--- src/rtl/btn_pkg.sv ---
// Shared types and defaults for the push-button conditioning logic.
package btn_pkg;

    // Debounce FSM: two stable states, each with a pending state that
    // must survive a full stability window before the level flips.
    typedef enum logic [1:0] {
        RELEASED     = 2'd0,
        PRESS_PEND   = 2'd1,
        PRESSED      = 2'd2,
        RELEASE_PEND = 2'd3
    } btn_state_t;

    // 10 ms stability window and 1 s long-press time at 100 MHz.
    localparam int DEBOUNCE_CYCLES_DEF = 1_000_000;
    localparam int LONG_CYCLES_DEF     = 100_000_000;

    // Counter width able to hold n-1, never narrower than one bit.
    function automatic int cnt_width(input int n);
        return (n > 1) ? $clog2(n) : 1;
    endfunction

endpackage

--- src/rtl/sync_2ff.sv ---
// Two-flop synchronizer for a single asynchronous input bit.
module sync_2ff (
    input  logic clk,
    input  logic rst,
    input  logic d,
    output logic q
);

    logic meta;

    // Shift the raw input through two flops to settle metastability.
    always_ff @(posedge clk or posedge rst) begin
        if (rst) begin
            meta <= 1'b0;
            q    <= 1'b0;
        end else begin
            meta <= d;
            q    <= meta;
        end
    end

endmodule

--- src/rtl/btn_debounce.sv ---
// Push-button conditioner: synchronizes the raw pad, debounces it and
// emits registered level, press, release and long-press events.
module btn_debounce
    import btn_pkg::*;
#(
    parameter int DEBOUNCE_CYCLES = DEBOUNCE_CYCLES_DEF,
    parameter int LONG_CYCLES     = LONG_CYCLES_DEF
) (
    input  logic clk,
    input  logic rst,
    input  logic btn_in,
    output logic btn_level,
    output logic press_pulse,
    output logic release_pulse,
    output logic long_pulse
);

    localparam int CW = cnt_width(DEBOUNCE_CYCLES);
    localparam int HW = cnt_width(LONG_CYCLES);
    localparam logic [CW-1:0] CNT_LAST  = CW'(DEBOUNCE_CYCLES - 1);
    localparam logic [HW-1:0] HOLD_LAST = HW'(LONG_CYCLES - 1);

    logic          sync;
    btn_state_t    state, state_nxt;
    logic [CW-1:0] cnt, cnt_nxt;
    logic [HW-1:0] hold, hold_nxt, hold_inc;
    logic          long_fired, long_fired_nxt;
    logic          level_nxt, press_nxt, release_nxt, long_nxt;

    sync_2ff u_sync (
        .clk (clk),
        .rst (rst),
        .d   (btn_in),
        .q   (sync)
    );

    // State, counters and all outputs are registered together so every
    // event lines up with the state change that caused it.
    always_ff @(posedge clk or posedge rst) begin
        if (rst) begin
            state         <= RELEASED;
            cnt           <= '0;
            hold          <= '0;
            long_fired    <= 1'b0;
            btn_level     <= 1'b0;
            press_pulse   <= 1'b0;
            release_pulse <= 1'b0;
            long_pulse    <= 1'b0;
        end else begin
            state         <= state_nxt;
            cnt           <= cnt_nxt;
            hold          <= hold_nxt;
            long_fired    <= long_fired_nxt;
            btn_level     <= level_nxt;
            press_pulse   <= press_nxt;
            release_pulse <= release_nxt;
            long_pulse    <= long_nxt;
        end
    end

    // Next-state logic; the hold timer keeps running through release
    // bounce so a shaky release cannot restart the long-press timer.
    always_comb begin
        state_nxt      = state;
        cnt_nxt        = cnt;
        hold_nxt       = hold;
        long_fired_nxt = long_fired;
        level_nxt      = btn_level;
        press_nxt      = 1'b0;
        release_nxt    = 1'b0;
        long_nxt       = 1'b0;
        hold_inc       = (hold == HOLD_LAST) ? hold : hold + 1'b1;

        if (state == PRESSED || state == RELEASE_PEND) begin
            hold_nxt = hold_inc;
            if (hold_inc == HOLD_LAST && !long_fired) begin
                long_nxt       = 1'b1;
                long_fired_nxt = 1'b1;
            end
        end

        case (state)
            RELEASED: begin
                if (sync) begin
                    state_nxt = PRESS_PEND;
                    cnt_nxt   = '0;
                end
            end
            PRESS_PEND: begin
                if (!sync) begin
                    state_nxt = RELEASED;
                end else if (cnt == CNT_LAST) begin
                    state_nxt      = PRESSED;
                    press_nxt      = 1'b1;
                    level_nxt      = 1'b1;
                    hold_nxt       = '0;
                    long_fired_nxt = 1'b0;
                end else begin
                    cnt_nxt = cnt + 1'b1;
                end
            end
            PRESSED: begin
                if (!sync) begin
                    state_nxt = RELEASE_PEND;
                    cnt_nxt   = '0;
                end
            end
            RELEASE_PEND: begin
                if (sync) begin
                    state_nxt = PRESSED;
                end else if (cnt == CNT_LAST) begin
                    state_nxt   = RELEASED;
                    release_nxt = 1'b1;
                    level_nxt   = 1'b0;
                end else begin
                    cnt_nxt = cnt + 1'b1;
                end
            end
            default: begin
                state_nxt = RELEASED;
            end
        endcase
    end

endmodule

--- config.mk ---
export PLATFORM = sky130hd
export DESIGN_NAME = btn_debounce
export DESIGN_NICKNAME = d
export VERILOG_FILES = /design/src/rtl/btn_pkg.sv /design/src/rtl/sync_2ff.sv /design/src/rtl/btn_debounce.sv
export SDC_FILE = /design/constraint.sdc
export NUM_CORES = 1
export LEC_CHECK = 0
export BUFFER_PORTS_ARGS = -buffer_cell sky130_fd_sc_hd__buf_2
export CORE_MARGIN = 2
export CORE_UTILIZATION = 25
export CTS_BUF_LIST = sky130_fd_sc_hd__clkbuf_8
export CTS_CLUSTER_DIAMETER = 60
export CTS_CLUSTER_SIZE = 40
export DETAILED_ROUTE_END_ITERATION = 8
export GPL_ROUTABILITY_DRIVEN = 0
export PLACE_DENSITY_LB_ADDON = 0.12
export SYNTH_ARGS = -nofsm -noshare
export SYNTH_HDL_FRONTEND = slang
export SYNTH_SLANG_ARGS = --single-unit
export TNS_END_PERCENT = 10
--- constraint.sdc ---
create_clock -name clk -period 3 [get_ports clk]
set_input_delay 0.45 -clock clk [delete_from_list [all_inputs] [get_ports clk]]
set_output_delay 0.45 -clock clk [all_outputs]
set_load 0.03 [all_outputs]
==> out/metrics.cfg, run 1 <==
[die]
pin_count=7
core-area_um2=12700
die_h_um=119
placementRows=41
die_x_um=119
initial_utilization_pct=25.8
die-area_um2=14100

[cts]
clockRootBuffer=clkbuf_8
cts.sink_count=56
post_cts_buffers=0
htree_levels=2
cts_buffers=5
cts_tree=yes
clk_transition_reported_paths_ns=0.12
cts_buffer_depth=2
cts_hold_buf=0
post_cts_resized=0
clkLatencyLatePin_ns=0.35

[critical_path]
cp-start-kind=flop
cp.required_ns=3.26
cp_max_fo=6
crit_type=flop to flop
cp.arrival_ns=3.10
endpoint_kind=flop

[placement]
dp.cells=550
port_buffers=6
dp_hpwl_um=6270
placed_area_um2=3570

[sta]
drv_slew=0
setup_viol=0
tns_ns=0
worst_slew_pin_slew_ns=0.886
fin_crit_sh_pct=94.7
rsz0062_at_grt=no
slew_headroom_pct=40.9
min_period_ns=2.84
clock_skew_ns=0.00922
fmax_mhz=352
finalHoldViolCount=0

[route]
remaining_drc_errors=0
dr.pass1.iters=4
wl_per_cell_um=15.8
drt_iter0_drc=220
num_vias=2772
postRouteAntennaNets=0
drt_wl_total_um=8830
routed_via_density=4.97

[logic_synthesis]
synth-warning-count=0
synth-edff-count=0
synth_ff_type=dfrtp_1
synth_cells=371
synth_seq_area_share_pct=42.7
avgSynthCellArea_um2=8.85
netlist_area_um2=3280
async_reset_ff_share_pct=100
syn_nets=376
ys_ff_latch=56
ys_types=59

[global_route]
grt_use_total_pct=13.5
grt_pass1_vias=2777
grt_max_degree=39
grt_pass1_wl_um=15000
overflow=0
antenna_found_initial=0

[cells_and_area]
fin_nets=390
drive_gt1_share_pct=14.5
final_cell_area_um2=3660
area_delta_synth_final_pct=11.5
final_common_cell=dfrtp_1
final_cells=558
final_cell_mix=dfrtp_1 (56), nand2_1 (38), o21ai_0 (38), nor2_1 (37), buf_4 (24)
insertedDiodeCount=0

[pwr]
ir_drop_mv=0.250
leakagePower_nw=1.50
power_density_nw_per_um2=351

[min_path]
hp-class=input port to flop

[run]
drv_cap=0

[outcome]
status=finished clean

-- worst paths after layout --
path	startpoint	endpoint	slack, ns	cells past startpoint
min	btn_in	u_sync.meta	0.19	1
max	hold[0]	long_pulse	0.16	8
min in group asynchronous	rst	hold[20]	0.28	2
max reg2reg	hold[0]	long_pulse	0.16	8
min reg2reg	u_sync.meta	u_sync.q	0.38	0
max in group asynchronous	rst	hold[14]	2.00	3
-- final cells by class --
class	instances	area (um2)
tap	172	215
sequential	56	1400
timing repair buffer	30	210
clock buffer	5	68.8
multi-input combinational	284	1710
fill	1442	9060
inverter	8	30.0
clock inverter	3	25.0
-- Yosys cell counts (2+ instances only) --
cell type  instances  area [um2]
clkbuf_1          12        45.0
a21o_1             2        15.0
xnor2_1           11        96.3
nor4_1             6        37.5
nor4_2             3        37.5
buf_6              2        22.5
o22ai_1            2        12.5
nor2_1            37         139
nor4b_1            2        17.5
nand3_1           17        85.1
o21ai_0           38         190
nand2_1           38         143
ha_1               2        25.0
a31oi_1            8        50.1
and3_1             8        50.1
xor2_1            14         123
buf_2              4        20.0
o31ai_1            9        67.6
dfrtp_1           56        1400
and4_1             4        35.0
inv_1              7        26.3
and2_1             2        12.5
or2_2              3        18.8
or3_1              5        31.3
a21oi_1           14        70.1
nand4_1           18         113
clkbuf_8           2        27.5
nor3_1            11        55.1
mux2i_1            3        30.0
or4_2              2        17.5
-- worst max-delay path: stages, from the launching register on --
cell and delay, ns:
dfrtp_1 0.42, ha_1 0.23, nand3_4 0.09, or4_2 0.67, nor4_1 0.25, o21ai_0 0.17, nor4_2 0.32, or3b_1 0.39
nor4_2 0.21
-- metal layers --
layer	GRT usage [%]	share of wire (%)	up-vias
met1	20.2	53	1347
li1	-	-	1374
met2	19.6	42	45
met5	0	0	-
met4	3.79	1.3	0
met3	2.65	3.7	6
-- power breakdown --
part,leakage [nW],switching [mW],total (mW),internal [mW]
Combinational,0.682,0.0285,0.0392,0.0108
Clock,0.0452,0.306,0.478,0.172
Sequential,0.774,0.00751,0.769,0.762
Total,1.50,0.342,1.29,0.944
-- state kept, by name (all words and copies together), names as in the netlist, named ones only --
register / count
btn_level: 1
cnt: 20
hold: 27
long_fired: 1
long_pulse: 1
press_pulse: 1
release_pulse: 1
state: 1
u_sync.meta: 1
u_sync.q: 1
-- kinds of logic (layout without fill, tap and decap cells) --
logic type / count (synthesis) / count (layout) / synth area share [%]
muxes: 3 / 3 / 0.914
xor gates and xnor gates: 25 / 25 / 6.67
adders and majority gates: 2 / 2 / 0.762
buffers and inverters: 31 / 46 / 5.22
DFF: 56 / 56 / 42.7
AOI/OAI and AO/OA: 84 / 84 / 15.5
and+or+nand+nor: 170 / 170 / 28.2
-- per-stage QoR --
stage | power [mW] | setup WS (ns) | utilization, % | hold slack [ns]
floorplan | 0.808 | 0.252 | - | 0.331
global placement | 0.825 | 0.231 | 28.0 | 0.332
detailed placement | 0.826 | 0.181 | 28.0 | 0.355
CTS | 1.31 | 0.154 | 28.8 | 0.178
global route | 1.34 | 0.0370 | 28.8 | 0.174
finish | 1.29 | 0.160 | 28.8 | 0.195
Note: power is estimated with default switching activity, not from simulation.
==> inputs of run 2 (changes only) <==
CORE_MARGIN = unset   (was 2)
==> out/metrics.cfg, run 2 (synthesis results as in run 1) <==
[global_route]
grt_use_total_pct=14.3  ; was 13.5%
overflow=0  ; unchanged
grt_max_degree=45  ; was 39
grt_pass1_vias=2657  ; was 2777
grt_pass1_wl_um=14700  ; was 15000 um
antenna_found_initial=0  ; unchanged

[route]
drt_wl_total_um=8790  ; was 8830 um
remaining_drc_errors=0  ; unchanged
num_vias=2746  ; was 2772
routed_via_density=4.91  ; was 4.97
top_layer=met4  ; unchanged
met3WireLength_um=247  ; was 324 um
wl_met2_um=3670  ; was 3690 um
dr.pass1.iters=4  ; unchanged
postRouteAntennaNets=0  ; unchanged
wl_met1_um=4770  ; was 4700 um
wl_per_cell_um=15.7  ; was 15.8 um
drt_iter0_drc=151  ; was 220

[critical_path]
cp-start-kind=flop  ; unchanged
cp_max_fo=7  ; was 6
reg2reg_slack_ns=0.22  ; was 0.16 ns
crit_type=flop to flop  ; unchanged
cp.required_ns=3.25  ; was 3.26 ns
endpoint_kind=flop  ; unchanged
cp.arrival_ns=3.03  ; was 3.10 ns

[cts]
post_cts_buffers=0  ; unchanged
clkLatencyLatePin_ns=0.34  ; was 0.35 ns
cts_buffer_depth=2  ; unchanged
cts.sink_count=56  ; unchanged
cts_tree=yes  ; unchanged
cts_buffers=5  ; unchanged
cts_hold_buf=0  ; unchanged
clk_transition_reported_paths_ns=0.11  ; was 0.12 ns
post_cts_resized=0  ; unchanged
clockRootBuffer=clkbuf_8  ; unchanged
htree_levels=2  ; unchanged

[placement]
dp_hpwl_um=6190  ; was 6270 um
port_buffers=6  ; unchanged
post-place-ws_ns=0.102  ; was 0.181 ns
dp.cells=551  ; was 550
placed_area_um2=3580  ; was 3570 um2

[pwr]
leakagePower_nw=1.52  ; was 1.50 nW
ir_drop_mv=0.299  ; was 0.250 mV
power_density_nw_per_um2=364  ; was 351 nW/um2
total_power_mw=1.34  ; was 1.29 mW

[cells_and_area]
final_common_cell=dfrtp_1  ; unchanged
largestRegisters=hold: 27 flops, cnt: 20 flops  ; unchanged
largest_register_ff_count=27  ; unchanged
drive_gt1_share_pct=14.7  ; was 14.5%
nFillCells=1406  ; was 1442
top_register=hold  ; unchanged
final_cell_mix=dfrtp_1 (56), nand2_1 (38), o21ai_0 (38), nor2_1 (37), buf_4 (25)  ; was dfrtp_1 (56), nand2_1 (38), o21ai_0 (38), nor2_1 (37), buf_4 (24)
final_cells=559  ; was 558
insertedDiodeCount=0  ; unchanged
fin_nets=391  ; was 390
area_delta_synth_final_pct=12.4  ; was 11.5%
final_cell_area_um2=3690  ; was 3660 um2
finish.utilization_pct=29.0  ; was 28.8%

[sta]
worst_slew_pin_slew_ns=1.10  ; was 0.886 ns
clock_skew_ns=0.0105  ; was 0.00922 ns
fin_crit_sh_pct=92.6  ; was 94.7%
rsz0062_at_grt=no  ; unchanged
postLayoutSetupSlackWorst_ns=0.223  ; was 0.160 ns
hold_slack_ns=0.209  ; was 0.195 ns
min_period_ns=2.78  ; was 2.84 ns
finalHoldViolCount=0  ; unchanged
fmax_mhz=360  ; was 352 MHz
drv_slew=0  ; unchanged
slew_headroom_pct=26.9  ; was 40.9%
tns_ns=0  ; unchanged
setup_viol=0  ; unchanged

[die]
pin_count=7  ; unchanged
die_h_um=117  ; was 119 um
die_x_um=117  ; was 119 um
core-area_um2=12700  ; unchanged
placementRows=41  ; unchanged
initial_utilization_pct=25.8  ; unchanged
die-area_um2=13600  ; was 14100 um2

[min_path]
hp-class=input port to flop  ; unchanged

[run]
drv_cap=0  ; unchanged

[outcome]
status=finished clean  ; unchanged

-- run 2: layer usage --
| layer | vias to the layer above | global-route usage, % |
|---|---|---|
| met5 | - | 0 |
| met4 | 0 | 3.80 |
| met3 | 6 | 2.80 |
| met2 | 36 | 20.3 |
| met1 | 1317 | 21.8 |
| li1 | 1387 | - |
-- run 2: critical path, stage by stage (launching register included) --
cell	delay [ns]
dfrtp_1	0.42
ha_1	0.24
nand3_4	0.12
or4_2	0.67
nor4_1	0.25
o21ai_0	0.16
nor4_2	0.22
or3b_1	0.40
nor4_2	0.21
-- run 2: worst paths after layout --
| path | startpoint | end | depth (start not counted) |
|---|---|---|---|
| worst max-delay path | hold[0] | long_pulse | 8 |
| worst min-delay path | btn_in | u_sync.meta | 1 |
| worst max register to register | hold[0] | long_pulse | 8 |
| worst min register to register | u_sync.meta | u_sync.q | 0 |
| max in group asynchronous | rst | hold[6] | 3 |
| min in group asynchronous | rst | hold[22] | 2 |
-- run 2: final cells by class --
type | count | area (um2) | area share, %
tap | 172 | 215 | 5.83
sequential | 56 | 1400 | 38.0
inverter | 8 | 30.0 | 0.813
clock inverter | 3 | 47.5 | 1.29
timing repair buffer | 31 | 218 | 5.90
multi-input combinational | 284 | 1710 | 46.4
clock buffer | 5 | 68.8 | 1.86
-- run 2: report_power, final --
| part | switching (mW) | internal (mW) |
|---|---|---|
| Sequential | 0.00784 | 0.762 |
| Clock | 0.283 | 0.252 |
| Combinational | 0.0282 | 0.0107 |
==> inputs of run 3 (changes only) <==
ABC_AREA = 1   (was unset)
SETUP_SLACK_MARGIN = 0.5   (was unset)
==> out/metrics.cfg, run 3 <==
[outcome]
status=finished clean  ; unchanged

[sta]
slew_headroom_pct=73.4  ; was 26.9%
finalHoldViolCount=0  ; unchanged
drv_slew=0  ; unchanged
min_period_ns=2.24  ; was 2.78 ns
clock_skew_ns=0.0109  ; was 0.0105 ns
tns_ns=0  ; unchanged
postLayoutSetupSlackWorst_ns=0.755  ; was 0.223 ns
fin_crit_sh_pct=74.8  ; was 92.6%
worst_slew_pin_slew_ns=0.395  ; was 1.10 ns
rsz0062_at_grt=yes  ; was no
fmax_mhz=445  ; was 360 MHz
setup_viol=0  ; unchanged

[route]
postRouteAntennaNets=0  ; unchanged
wl_per_cell_um=14.4  ; was 15.7 um
drt_iter0_drc=126  ; was 151
dr.pass1.iters=4  ; unchanged
drt_wl_total_um=9710  ; was 8790 um
remaining_drc_errors=0  ; unchanged
num_vias=3145  ; was 2746
routed_via_density=4.67  ; was 4.91

[placement]
post-place-ws_ns=0.606  ; was 0.102 ns
dp_hpwl_um=7430  ; was 6190 um
placed_area_um2=3700  ; was 3580 um2
port_buffers=6  ; unchanged

[cts]
htree_levels=2  ; unchanged
clockRootBuffer=clkbuf_8  ; unchanged
cts_tree=yes  ; unchanged
post_cts_buffers=0  ; unchanged
cts.sink_count=56  ; unchanged
clk_transition_reported_paths_ns=0.11  ; about the same
clkLatencyLatePin_ns=0.32  ; was 0.34 ns
cts_buffer_depth=2  ; unchanged
cts_buffers=5  ; unchanged

[critical_path]
endpoint_kind=flop  ; unchanged
r2r-start=hold[1]  ; was hold[0]
cp.arrival_ns=2.50  ; was 3.03 ns
cp-start-kind=flop  ; unchanged
crit_start=hold[1]  ; was hold[0]
cp_max_fo=13  ; was 7
crit_type=flop to flop  ; unchanged
cp.required_ns=3.26  ; was 3.25 ns

[logic_synthesis]
synth-simple-area-share_pct=33.4  ; was 28.2%
yosys-top-cells-area=dfrtp_1 (41%), nand2_1 (14%), nor2_1 (7.1%), nand3_1 (5.4%), o21ai_0 (5.4%)  ; was dfrtp_1 (43%), o21ai_0 (5.8%), nand2_1 (4.3%), nor2_1 (4.2%), xor2_1 (3.7%)
synth_ff_type=dfrtp_1  ; unchanged
synth.most_common_cell=nand2_1  ; was dfrtp_1
yosysTopAreaCellShare_pct=40.5  ; was 42.7%
synth_cells=490  ; was 371
yosysTopAreaCell=dfrtp_1  ; unchanged
syn_nets=495  ; was 376
async_reset_ff_share_pct=100  ; unchanged
netlist_area_um2=3460  ; was 3280 um2
synthAdderAreaFrac_pct=0.724  ; was 0.762%
ys_types=30  ; was 59
synth-warning-count=0  ; unchanged
avgSynthCellArea_um2=7.06  ; was 8.85 um2
synth_seq_area_share_pct=40.5  ; was 42.7%
synth_xor_area_share_pct=5.07  ; was 6.67%
ys_ff_latch=56  ; unchanged
synth-edff-count=0  ; unchanged
synth.top_cells.by_count=nand2_1 (132), nor2_1 (65), dfrtp_1 (56)  ; was dfrtp_1 (56), nand2_1 (38), o21ai_0 (38)
synth_top_family_by_area=simple AND/OR/NAND/NOR gates  ; unchanged
muxShareOfSynthArea_pct=0  ; was 0.914%
synth_compound_area_share_pct=13.3  ; was 15.5%

[cells_and_area]
final_common_cell=nand2_1  ; was dfrtp_1
largest_register_ff_count=27  ; unchanged
final_cell_area_um2=3820  ; was 3690 um2
drive_gt1_share_pct=8.43  ; was 14.7%
top_register=hold  ; unchanged
insertedDiodeCount=0  ; unchanged
area_delta_synth_final_pct=10.4  ; was 12.4%
fin_nets=504  ; was 391
largestRegisters=hold: 27 flops, cnt: 20 flops  ; unchanged
finish.utilization_pct=28.6  ; was 29.0%
final_cell_mix=nand2_1 (131), nor2_1 (64), dfrtp_1 (55), inv_1 (47)  ; was dfrtp_1 (56), nand2_1 (38), o21ai_0 (38), nor2_1 (37), buf_4 (25)

[die]
die-area_um2=14300  ; was 13600 um2
placementRows=42  ; was 41
pin_count=7  ; unchanged
die_h_um=120  ; was 117 um
initial_utilization_pct=25.9  ; was 25.8%
die_x_um=120  ; was 117 um
core-area_um2=13300  ; was 12700 um2

[min_path]
hp-start=btn_in  ; unchanged
hp-class=input port to flop  ; unchanged

[pwr]
power_density_nw_per_um2=346  ; was 364 nW/um2
ir_drop_mv=0.158  ; was 0.299 mV
pwr-share-clk_pct=38.2  ; was 39.8%
power.switching_mw=0.308  ; was 0.319 mW
p_seq_share_pct=58.3  ; was 57.3%
switching_share_pct=23.3  ; was 23.7%
p_int_mw=1.01  ; was 1.02 mW
total_power_mw=1.32  ; was 1.34 mW
leakagePower_nw=1.54  ; was 1.52 nW
combPwrFrac_pct=3.5  ; was 2.9%

[global_route]
grt_use_total_pct=14.6  ; was 14.3%
antenna_found_initial=0  ; unchanged
grt_max_degree=44  ; was 45
grt_pass1_vias=3223  ; was 2657
overflow=0  ; unchanged
grt_pass1_wl_um=16500  ; was 14700 um

[run]
drv_cap=0  ; unchanged

[run 3: changes by cell type in the layout (fill, tap and decap cells not counted), moves of 6 or more]
cell / change
xnor2_1: -8
a21oi_1: +6
buf_4: -19
inv_1: +41
nand3_1: +20
nor2_1: +27
and3_1: -8
nand2_1: +93
nor2_2: +6
nand4_1: -14
[run 3: kinds of logic after synthesis]
group | Yosys count
buffers and inverters | 62
xor gates and xnor gates | 20
and+or+nand+nor | 269
adders and majority gates | 2
AOI/OAI and AO/OA | 81
DFF | 56
[run 3: through the flow]
step / cells / hold WS, ns
after floorplan: 490 / 0.331
after global placement: 667 / 0.334
after detailed placement: 667 / 0.335
after CTS: 674 / 0.226
after global routing: 674 / 0.221
final: 674 / 0.238
[run 3: layer usage]
metal	track usage [%]	part of all wire [%]	up-vias
met3	2.14	2.5	12
met5	0	0	-
met4	4.38	1.8	0
met1	18.9	47	1483
li1	-	-	1609
met2	25.1	48	41
[run 3: final timing paths]
path,endpoint,slack (ns),cells past startpoint
setup / recovery,long_fired,0.76,13
hold / removal,u_sync.meta,0.24,1
setup reg to reg,long_fired,0.76,13
hold reg to reg,u_sync.q,0.39,0
max in group asynchronous,hold[0],1.84,4
min in group asynchronous,hold[7],0.53,3
[run 3: area by class of cell]
type | instances | area, um2
Clock buffer | 5 | 68.8
Inverter | 51 | 191
Multi-Input combinational cell | 372 | 1820
Tap cell | 176 | 220
Clock inverter | 1 | 30.0
Sequential cell | 56 | 1400
Fill cell | 1513 | 9530
Timing Repair Buffer | 13 | 85.1
[run 3: power groups by stage]
stage,Combinational (mW),Sequential (mW),Clock [mW]
6_report,0.0462,0.770,0.505
5_1_grt,0.0549,0.771,0.553
3_3_place_gp,0.0473,0.784,0
3_5_place_dp,0.0480,0.784,0
2_1_floorplan,0.0312,0.782,0
4_1_cts,0.0490,0.770,0.525
[run 3: repair_timing]
action,in CTS,in global routing
endpoints found under the setup margin,0,6
hold buffers,1,0
resized for setup,0,4
endpoints found under the hold margin,4,0
[run 3: worst max-delay path, stage by stage (launching register included)]
cell and delay (ns):
dfrtp_1 0.45, ha_2 0.28, nand3_2 0.14, inv_2 0.12, nand2_4 0.09, nor2_4 0.14, nand2_2 0.18, nand2_1 0.15
nand3_1 0.10, nor2_1 0.15, nand2_1 0.07, nor2_1 0.09, nand2_1 0.09, a21oi_2 0.12
